==> config.mk <==
export PLATFORM = sky130hd
export DESIGN_NAME = tob_strategy_engine
export DESIGN_NICKNAME = d
export VERILOG_FILES = /design/src/rtl/tob_strategy_engine.sv
export SDC_FILE = /design/constraint.sdc
export NUM_CORES = 1
export LEC_CHECK = 0
export ABC_AREA = 1
export CORE_MARGIN = 2
export CORE_UTILIZATION = 23
export CTS_CLUSTER_SIZE = 28
export DETAILED_ROUTE_END_ITERATION = 8
export PLACE_DENSITY = 0.4
export REMOVE_ABC_BUFFERS = 1
export SYNTH_ARGS = -nofsm -noshare
export SYNTH_HDL_FRONTEND = slang
export SYNTH_SLANG_ARGS = --single-unit
export TNS_END_PERCENT = 10
==> constraint.sdc <==
create_clock -name clk_sys -period 4.6 [get_ports clk_sys]
set_input_delay 0.92 -clock clk_sys [delete_from_list [all_inputs] [get_ports clk_sys]]
set_output_delay 0.92 -clock clk_sys [all_outputs]
set_load 0.05 [all_outputs]
==> src/rtl/tob_strategy_engine.sv <==
// Top-of-book strategy engine: detects book changes, evaluates queue imbalance
// under spread/position/rate limits and emits one order at a time.
module tob_strategy_engine #(
   parameter int unsigned ORDER_QTY       = 100,
   parameter int unsigned MAX_SPREAD      = 10,
   parameter int          POS_LIMIT       = 1000,
   parameter int unsigned COOLDOWN_CYCLES = 16,
   parameter int unsigned IMB_SHIFT       = 1
) (
   input  logic        clk_sys,
   input  logic        rst,
   input  logic        enable,
   input  logic [31:0] best_bid_price,
   input  logic [31:0] best_bid_qty,
   input  logic [31:0] best_ask_price,
   input  logic [31:0] best_ask_qty,
   input  logic        tob_valid,
   output logic        order_valid,
   input  logic        order_ready,
   output logic [7:0]  order_side,
   output logic [31:0] order_price,
   output logic [31:0] order_qty,
   output logic [31:0] position,
   output logic [31:0] order_count,
   output logic [31:0] reject_count
);

   localparam int unsigned CMP_W = 33 + IMB_SHIFT;
   localparam logic [7:0]  SIDE_BUY  = 8'h01;
   localparam logic [7:0]  SIDE_SELL = 8'h02;
   localparam logic [31:0] QTY_NOM   = 32'(ORDER_QTY);
   localparam logic [31:0] SPREAD_MAX = 32'(MAX_SPREAD);
   localparam logic [31:0] CD_LOAD   = 32'(COOLDOWN_CYCLES) - 32'd1;
   localparam bit          HAS_CD    = (COOLDOWN_CYCLES != 0);
   localparam logic signed [33:0] LIM_POS = 34'(POS_LIMIT);
   localparam logic signed [33:0] LIM_NEG = -LIM_POS;

   typedef enum logic [1:0] {
      ST_IDLE,
      ST_EVAL,
      ST_SEND,
      ST_COOLDOWN
   } state_t;

   state_t state, state_next;

   logic [31:0] snap_bid_p, snap_bid_q, snap_ask_p, snap_ask_q;
   logic [31:0] cd_cnt;

   logic              change_c;
   logic              book_ok_c;
   logic [CMP_W-1:0]  bid_ext_c, ask_ext_c, bid_sh_c, ask_sh_c;
   logic              buy_c, sell_c, signal_c;
   logic [31:0]       qty_c;
   logic signed [33:0] pos_ext_c, qty_ext_c, pos_buy_c, pos_sell_c;
   logic              pos_ok_c;
   logic              accept_c;
   logic              reject_c;
   logic              handshake_c;

   // Change detection against the snapshot, and signal evaluation on the snapshot
   always_comb begin
      change_c = tob_valid &&
                 ((best_bid_price != snap_bid_p) || (best_bid_qty != snap_bid_q) ||
                  (best_ask_price != snap_ask_p) || (best_ask_qty != snap_ask_q));

      book_ok_c = (snap_bid_q != 32'd0) && (snap_ask_q != 32'd0) &&
                  (snap_ask_p > snap_bid_p) &&
                  ((snap_ask_p - snap_bid_p) <= SPREAD_MAX);

      bid_ext_c = CMP_W'(snap_bid_q);
      ask_ext_c = CMP_W'(snap_ask_q);
      bid_sh_c  = bid_ext_c << IMB_SHIFT;
      ask_sh_c  = ask_ext_c << IMB_SHIFT;

      buy_c    = book_ok_c && (bid_ext_c > ask_sh_c);
      sell_c   = book_ok_c && !buy_c && (ask_ext_c > bid_sh_c);
      signal_c = buy_c || sell_c;

      if (buy_c) qty_c = (snap_ask_q < QTY_NOM) ? snap_ask_q : QTY_NOM;
      else       qty_c = (snap_bid_q < QTY_NOM) ? snap_bid_q : QTY_NOM;

      pos_ext_c  = {{2{position[31]}}, position};
      qty_ext_c  = {2'b00, qty_c};
      pos_buy_c  = pos_ext_c + qty_ext_c;
      pos_sell_c = pos_ext_c - qty_ext_c;
      pos_ok_c   = buy_c ? (pos_buy_c <= LIM_POS) : (pos_sell_c >= LIM_NEG);

      accept_c    = (state == ST_EVAL) && signal_c && pos_ok_c;
      reject_c    = (state == ST_EVAL) && signal_c && !pos_ok_c;
      handshake_c = (state == ST_SEND) && order_valid && order_ready;
   end

   // Next-state logic
   always_comb begin
      state_next = state;
      case (state)
         ST_IDLE:     if (change_c && enable) state_next = ST_EVAL;
         ST_EVAL:     state_next = accept_c ? ST_SEND : ST_IDLE;
         ST_SEND:     if (handshake_c) state_next = HAS_CD ? ST_COOLDOWN : ST_IDLE;
         ST_COOLDOWN: if (cd_cnt == 32'd0) state_next = ST_IDLE;
         default:     state_next = ST_IDLE;
      endcase
   end

   // State register
   always_ff @(posedge clk_sys) begin
      if (rst) state <= ST_IDLE;
      else     state <= state_next;
   end

   // Snapshot capture on a change seen in IDLE, regardless of enable
   always_ff @(posedge clk_sys) begin
      if (rst) begin
         snap_bid_p <= '0;
         snap_bid_q <= '0;
         snap_ask_p <= '0;
         snap_ask_q <= '0;
      end else if ((state == ST_IDLE) && change_c) begin
         snap_bid_p <= best_bid_price;
         snap_bid_q <= best_bid_qty;
         snap_ask_p <= best_ask_price;
         snap_ask_q <= best_ask_qty;
      end
   end

   // Order payload and valid; valid rises one cycle into SEND, drops on handshake
   always_ff @(posedge clk_sys) begin
      if (rst) begin
         order_valid <= 1'b0;
         order_side  <= '0;
         order_price <= '0;
         order_qty   <= '0;
      end else begin
         if (accept_c) begin
            order_side  <= buy_c ? SIDE_BUY : SIDE_SELL;
            order_price <= buy_c ? snap_ask_p : snap_bid_p;
            order_qty   <= qty_c;
         end
         order_valid <= (state == ST_SEND) && !handshake_c;
      end
   end

   // Position and statistics counters
   always_ff @(posedge clk_sys) begin
      if (rst) begin
         position     <= '0;
         order_count  <= '0;
         reject_count <= '0;
      end else begin
         if (handshake_c) begin
            order_count <= order_count + 32'd1;
            position    <= (order_side == SIDE_BUY) ? position + order_qty
                                                    : position - order_qty;
         end
         if (reject_c) reject_count <= reject_count + 32'd1;
      end
   end

   // Cooldown counter: loads on handshake, counts down to zero
   always_ff @(posedge clk_sys) begin
      if (rst)                                     cd_cnt <= '0;
      else if (handshake_c && HAS_CD)              cd_cnt <= CD_LOAD;
      else if ((state == ST_COOLDOWN) && (cd_cnt != 32'd0)) cd_cnt <= cd_cnt - 32'd1;
   end

endmodule

Word level (Yosys, flattened, before mapping)
Cells that the tools add are included.

Word-level logic and storage cells: 86. Bits of input ports: 133. Output and inout port bits: 169. Bits in registers: 331.

Reduce and logical (&&, ||, !) cells: 31. $lt $le $gt $ge: 8. Add/subtract/negate cells: 8. Mux-type cells: 14. Equal/unequal tests: 11.

Operator list (count): $mux W32 (5); $ne A32 B32 Y1 (4); $reduce_bool A32 Y1 (3); $gt A32 B33 Y1 (2); $add A32 B1 Y32 const B (2); $lt A32 B7 Y1 const B (2); $sub A32 B32 Y32 (2); $add A32 B33 Y34 (1); $ge A34 B11 Y1 const B (1); $le A34 B11 Y1 const B (1); $sub A32 B33 Y34 (1); $add A32 B32 Y32 (1); $gt A32 B32 Y1 (1); $le A32 B4 Y1 const B (1); $logic_not A32 Y1 (1); $sub A32 B1 Y32 const B (1); $logic_and A1 B1 Y1 (16); $mux W2 (5); $eq A8 B1 Y1 const B (1); $mux W4 (2); $pmux W2 S4 (1); $ne A2 B2 Y1 const B (3); $eq A2 B2 Y1 const B (2); $logic_or A1 B1 Y1 (4); 7 further kinds (9).

Depth between registers and ports, before layout
Depth in word-level cells: 13. Gate-level depth with buffers: 50. Mapped depth without buffers: 48.

Worst setup path before layout
OpenSTA, ideal clock, no wires.

Kind: register -> register. Start: register snap_ask_p[0]. End: register order_price[27]. Stages on the path, launching flop included: 46. Library setup time: 113 ps. Arrival: 4885 ps. Buffers on the path: 2. Slack: -397 ps. Required time: 4487 ps. Period minus slack after synthesis: 4997 ps. Cell sequence: dfxtp_1 inv_1 ha_1 fa_1 inv_1 nand3_1 nand2_1 nand2_1 nand2_1 nand2_1 nand3_1 nand2_1 nor2_1 nand4_1 nor2_1 nand4_1 nor2_1 nand4_1 [... 10 more ...] nand2_1 nand2_1 nand2_1 nand2_1 nand3_1 nand2_1 nor2_1 nand2_1 nor2_1 nand3_1 nor2_1 nor2_1 nand2_2 nand3_4 buf_6 buf_6 nor2_1 nor2_1.

Elaborated cells on any way between the ends: 19. Those cells by class: 3 x add/sub; 4 x order compare; 3 x mux; 9 x reduce/logical.

RTL lines: from (decl) (RTL line 47) `logic [31:0] snap_bid_p, snap_bid_q, snap_ask_p, snap_ask_q;`; from (signal assigned) (RTL line 122) `snap_ask_p <= best_ask_price;`; $sub A32 B32 Y32 or $gt A32 B32 Y1 (tied branches) (RTL line 69, 68); $le A32 B4 Y1 or $logic_and A1 B1 Y1 (tied branches) (RTL line 69, 67); $logic_and A1 B1 Y1 (*) (RTL line 68) `(snap_ask_p > snap_bid_p) &&`; $logic_and A1 B1 Y1 (*) (RTL line 76) `buy_c = book_ok_c && (bid_ext_c > ask_sh_c);`; $mux W32 (*) (RTL line 80) `if (buy_c) qty_c = (snap_ask_q < QTY_NOM) ? snap_ask_q : QTY_NOM;`; via qty_c[0] (RTL line 54) `logic [31:0] qty_c;`; $sub A32 B33 Y34 or $add A32 B33 Y34 (tied branches) (RTL line 86, 85); $ge A34 B11 Y1 or $le A34 B11 Y1 (tied branches) (RTL line 87) `pos_ok_c = buy_c ? (pos_buy_c <= LIM_POS) : (pos_sell_c >= LIM_NEG);`; $mux W1 (*) (RTL line 87); $logic_and A1 B1 Y1 (*) (RTL line 89) `accept_c = (state == ST_EVAL) && signal_c && pos_ok_c;`; to (signal assigned) (RTL line 137) `order_price <= buy_c ? snap_ask_p : snap_bid_p;`; to (decl) (RTL line 21) `output logic [31:0] order_price,`.

Mark *: on every way through the listed nets, which the timed path passes. The rest lies on a longest branch. A chain may end at the register's enable or synchronous reset.

Worst setup path in the final report
Start: register snap_ask_p[0]. End: register order_price[19].

The elaborated chain is that of the path after synthesis.

==> impl_metrics.py <==
metrics = {
    "timing": {
        "min_period_over_period_pct": 121,
        "slew_viol_final": 0,
        "layout_min_cycle_time_ps": 5560,
        "relSlewSlack_pct": 45.7,
        "skew_ps": 48.4,
        "rsz0062_at_grt": "true",
        "setup_viol": 99,
        "setup_tns_ps": -90780,
        "max_freq_mhz": 180,
        "tightest_slew_ps": 812,
        "hold_viol": 0,
        "worst_slack_ps": -964,
        "hold_slack_ps": 475,
    },
    "detailed_routing": {
        "routed-via-count": 31362,
        "wl_mm": 126,
        "viasPerCell": 4.46,
        "drc_errors": 0,
        "wl_per_cell_um": 18.0,
        "ant_nets": 0,
        "drt-initial-drc-count": 1876,
        "first_pass_iters": 6,
    },
    "global_route": {
        "grt_overflow": 0,
        "grt_max_degree": 94,
        "antenna_found_initial": 6,
        "grt_pass1_vias": 30207,
        "grt_usage_pct": 20.1,
        "grt_pass1_wl_mm": 187,
    },
    "synth": {
        "yosys_warnings": 0,
        "synth_cell_types": 57,
        "ys_seq_area_share_pct": 23.6,
        "ys_ff_latch": 325,
        "synth.cell_area_um2": 27500,
        "syn_inst": 4577,
        "syn_avg_cell_area_um2": 6.02,
    },
    "critical_path": {
        "worst_ep_required_time_ps": 5180,
        "cp-start-kind": "flop",
        "crit_path_end_kind": "flop",
        "worst_path_most_repeated_cell": "nand2_1",
        "critPathMaxStageDelay_ps": 380,
        "cp_num_buf_inv": 8,
        "cp_slowest_cell": "fa_2",
        "crit_type": "reg2reg",
        "cpLargestDelayFamily": "simple AND/OR/NAND/NOR gates",
        "cp_max_fo": 7,
        "critPathArrivalTime_ps": 6140,
    },
    "status": {
        "violations": "setup timing",
        "status": "finished, violations left",
    },
    "floorplan": {
        "coreArea_um2": 118000,
        "io-pin-count": 302,
        "die_w_um": 350,
        "initial_utilization_pct": 23.3,
        "die_area_um2": 123000,
        "rows": 126,
        "die_height_um": 350,
    },
    "min_path": {
        "hold_class": "reg2reg",
    },
    "place": {
        "numPortBuffers": 295,
        "post_dp_cell_area_um2": 36000,
        "place_congestion": 0.889,
        "hpwl_mm": 103,
        "dp_slack_ps": -1790,
    },
    "power_and_ir_drop": {
        "peakVddDrop_uv": 234,
        "power.density_nw_per_um2": 327,
        "leakage_nw": 19.4,
    },
    "clock_network": {
        "numCtsBuffers": 46,
        "htreeDepth": 2,
        "cts-root-buf": "clkbuf_16",
        "cts.path.max_buffers": 3,
        "cts.sinks": 325,
        "clk_latency_ps": 650,
        "clk_pin_slew_ps": 60,
        "cts_tree": "done",
    },
    "layout": {
        "areaGrowthSynthToFinish_pct": 45.5,
        "final_nets": 5732,
        "fin_area_um2": 40100,
        "num-fill-cells": 13073,
        "drive_above_1_share_pct": 19.5,
    },
    "flow_run": {
        "drv.max_cap_violation_count": 0,
    },
}
## cells by family after synthesis
kind of cell               count (synthesis)  synth area share (%)
adders and majority gates                203                  9.33
xor gates and xnor gates                 192                  6.11
and+or+nand+nor                         2287                  34.9
buffers and inverters                    826                  11.7
other                                      2                0.0273
DFF                                      325                  23.6
AOI/OAI and AO/OA                        742                  14.3
## state kept, by name, summed over array words and instances, names as in the netlist, named ones only
signal        flops
order_qty        32
cd_cnt           32
position         32
order_price      32
snap_bid_p       32
state             1
snap_bid_q       32
snap_ask_p       32
order_valid       1
snap_ask_q       32
reject_count     32
order_side        2
order_count      32
## placed cells by master (no fill, tap or decap), types with 8 or more instances in the layout
master           count
nand2_1           1081
inv_1              660
buf_4              492
nor2_1             443
a21oi_1            326
dfxtp_1            310
clkdlybuf4s50_1    294
o21ai_0            291
nand3_1            233
ha_1               162
xor2_1             133
nand2_2            110
nand4_1             83
nor2_2              63
conb_1              62
nor3_1              59
xnor2_1             56
nor4_1              49
clkbuf_16           48
nand3_2             44
inv_2               42
ha_4                37
nand2_4             30
nor2_4              28
a21oi_2             26
buf_12              18
buf_6               15
o21bai_1            14
o211ai_1            14
dfxtp_2             14
o21a_1              10
o22ai_1             10
a22o_1              10
nand3b_1             9
nand3_4              8
o21ai_2              8
and3_1               8
a31oi_1              8
clkinv_2             8
## tightest hold or removal path, stage by stage, from the launching register on
cell	delay [ps]
dfxtp_1	320
inv_1	50
a21oi_1	50
## stage by stage
stage	instances	util, %	power (mW)
final	7030	33.8	13.1
after CTS	7001	32.7	12.8
after global placement	6897	30.4	8.65
after floorplan	4518	-	5.93
after global routing	7029	33.8	14.0
after detailed placement	6897	30.4	8.63
## path summary, 6_finish.rpt
path              depth (start not counted)              end  slack, ps       startpoint
hold reg to reg                           2  order_count[28]        480  order_count[28]
setup reg to reg                         44  order_price[19]       -960    snap_ask_p[0]
setup / recovery                         44  order_price[19]       -960    snap_ask_p[0]
hold / removal                            2  order_count[28]        480  order_count[28]
## synth_stat cells (all sizes together)
| cell type | count | area share (%) |
|---|---|---|
| o221a | 1 | 0.041 |
| inv | 704 | 9.6 |
| conb | 2 | 0.027 |
| a31oi | 8 | 0.18 |
| and3 | 9 | 0.20 |
| a21o | 6 | 0.16 |
| nor2 | 534 | 7.5 |
| o211ai | 14 | 0.38 |
| nand4 | 83 | 1.9 |
| dlygate4sd1 | 1 | 0.032 |
| clkbuf | 74 | 1.0 |
| o21bai | 14 | 0.38 |
| a21oi | 357 | 6.5 |
| o22ai | 10 | 0.23 |
| nor4b | 3 | 0.095 |
| a21boi | 2 | 0.055 |
| o21a | 10 | 0.27 |
| ha | 199 | 9.0 |
| a211oi | 2 | 0.055 |
| o41ai | 1 | 0.032 |
| and2 | 7 | 0.16 |
| or3b | 1 | 0.032 |
| nor4 | 50 | 1.1 |
| fa | 4 | 0.29 |
| or4 | 1 | 0.027 |
| nand3b | 9 | 0.25 |
| a31o | 1 | 0.032 |
| dfxtp | 325 | 24 |
| xnor2 | 57 | 1.8 |
| or2 | 6 | 0.14 |
| o221ai | 2 | 0.064 |
| o21ai | 302 | 5.5 |
| xor2 | 135 | 4.3 |
| o31ai | 1 | 0.027 |
| nand3 | 285 | 5.3 |
| a22o | 10 | 0.32 |
| buf | 44 | 1.0 |
| clkinv | 3 | 0.041 |
| nor3 | 68 | 1.3 |
| nand2b | 1 | 0.023 |
| nand2 | 1224 | 17 |
| o2111ai | 1 | 0.032 |
| nor3b | 6 | 0.16 |
## layout make-up
type	count	area (um^2)	share of cell area, %
Antenna cell	1	2.50	0.00625
Clock buffer	59	1260	3.15
Clock inverter	22	297	0.740
Inverter	707	2670	6.66
Multi-Input combinational cell	3486	19900	49.7
Sequential cell	325	6530	16.3
Tap cell	1600	2000	5.00
Timing Repair Buffer	830	7400	18.5
## routing by layer
metal / up-vias / part of all wire, % / GRT usage (%) / routed length, um
met1: 14319 / 47 / 27.3 / 59900
met5: - / 0.044 / 0 / 56
li1: 16302 / - / - / -
met4: 8 / 2.7 / 5.53 / 3450
met2: 596 / 45 / 32.7 / 56900
met3: 137 / 4.8 / 3.24 / 6070
## report_power, final
group	switching, mW	total (mW)	internal, mW
clock	1.56	3.79	2.23
sequential	0.191	3.22	3.03
combinational	3.46	6.09	2.64
total	5.21	13.1	7.89
## repair_timing
item                       in CTS  in global routing
gates cloned                    5                  2
setup buffers                  18                 26
gates resized for setup       208                332
setup endpoints to repair     101                106
pin swaps                      60                149
hold buffers                    0                  0
Note: power is estimated with default switching activity, not from simulation.
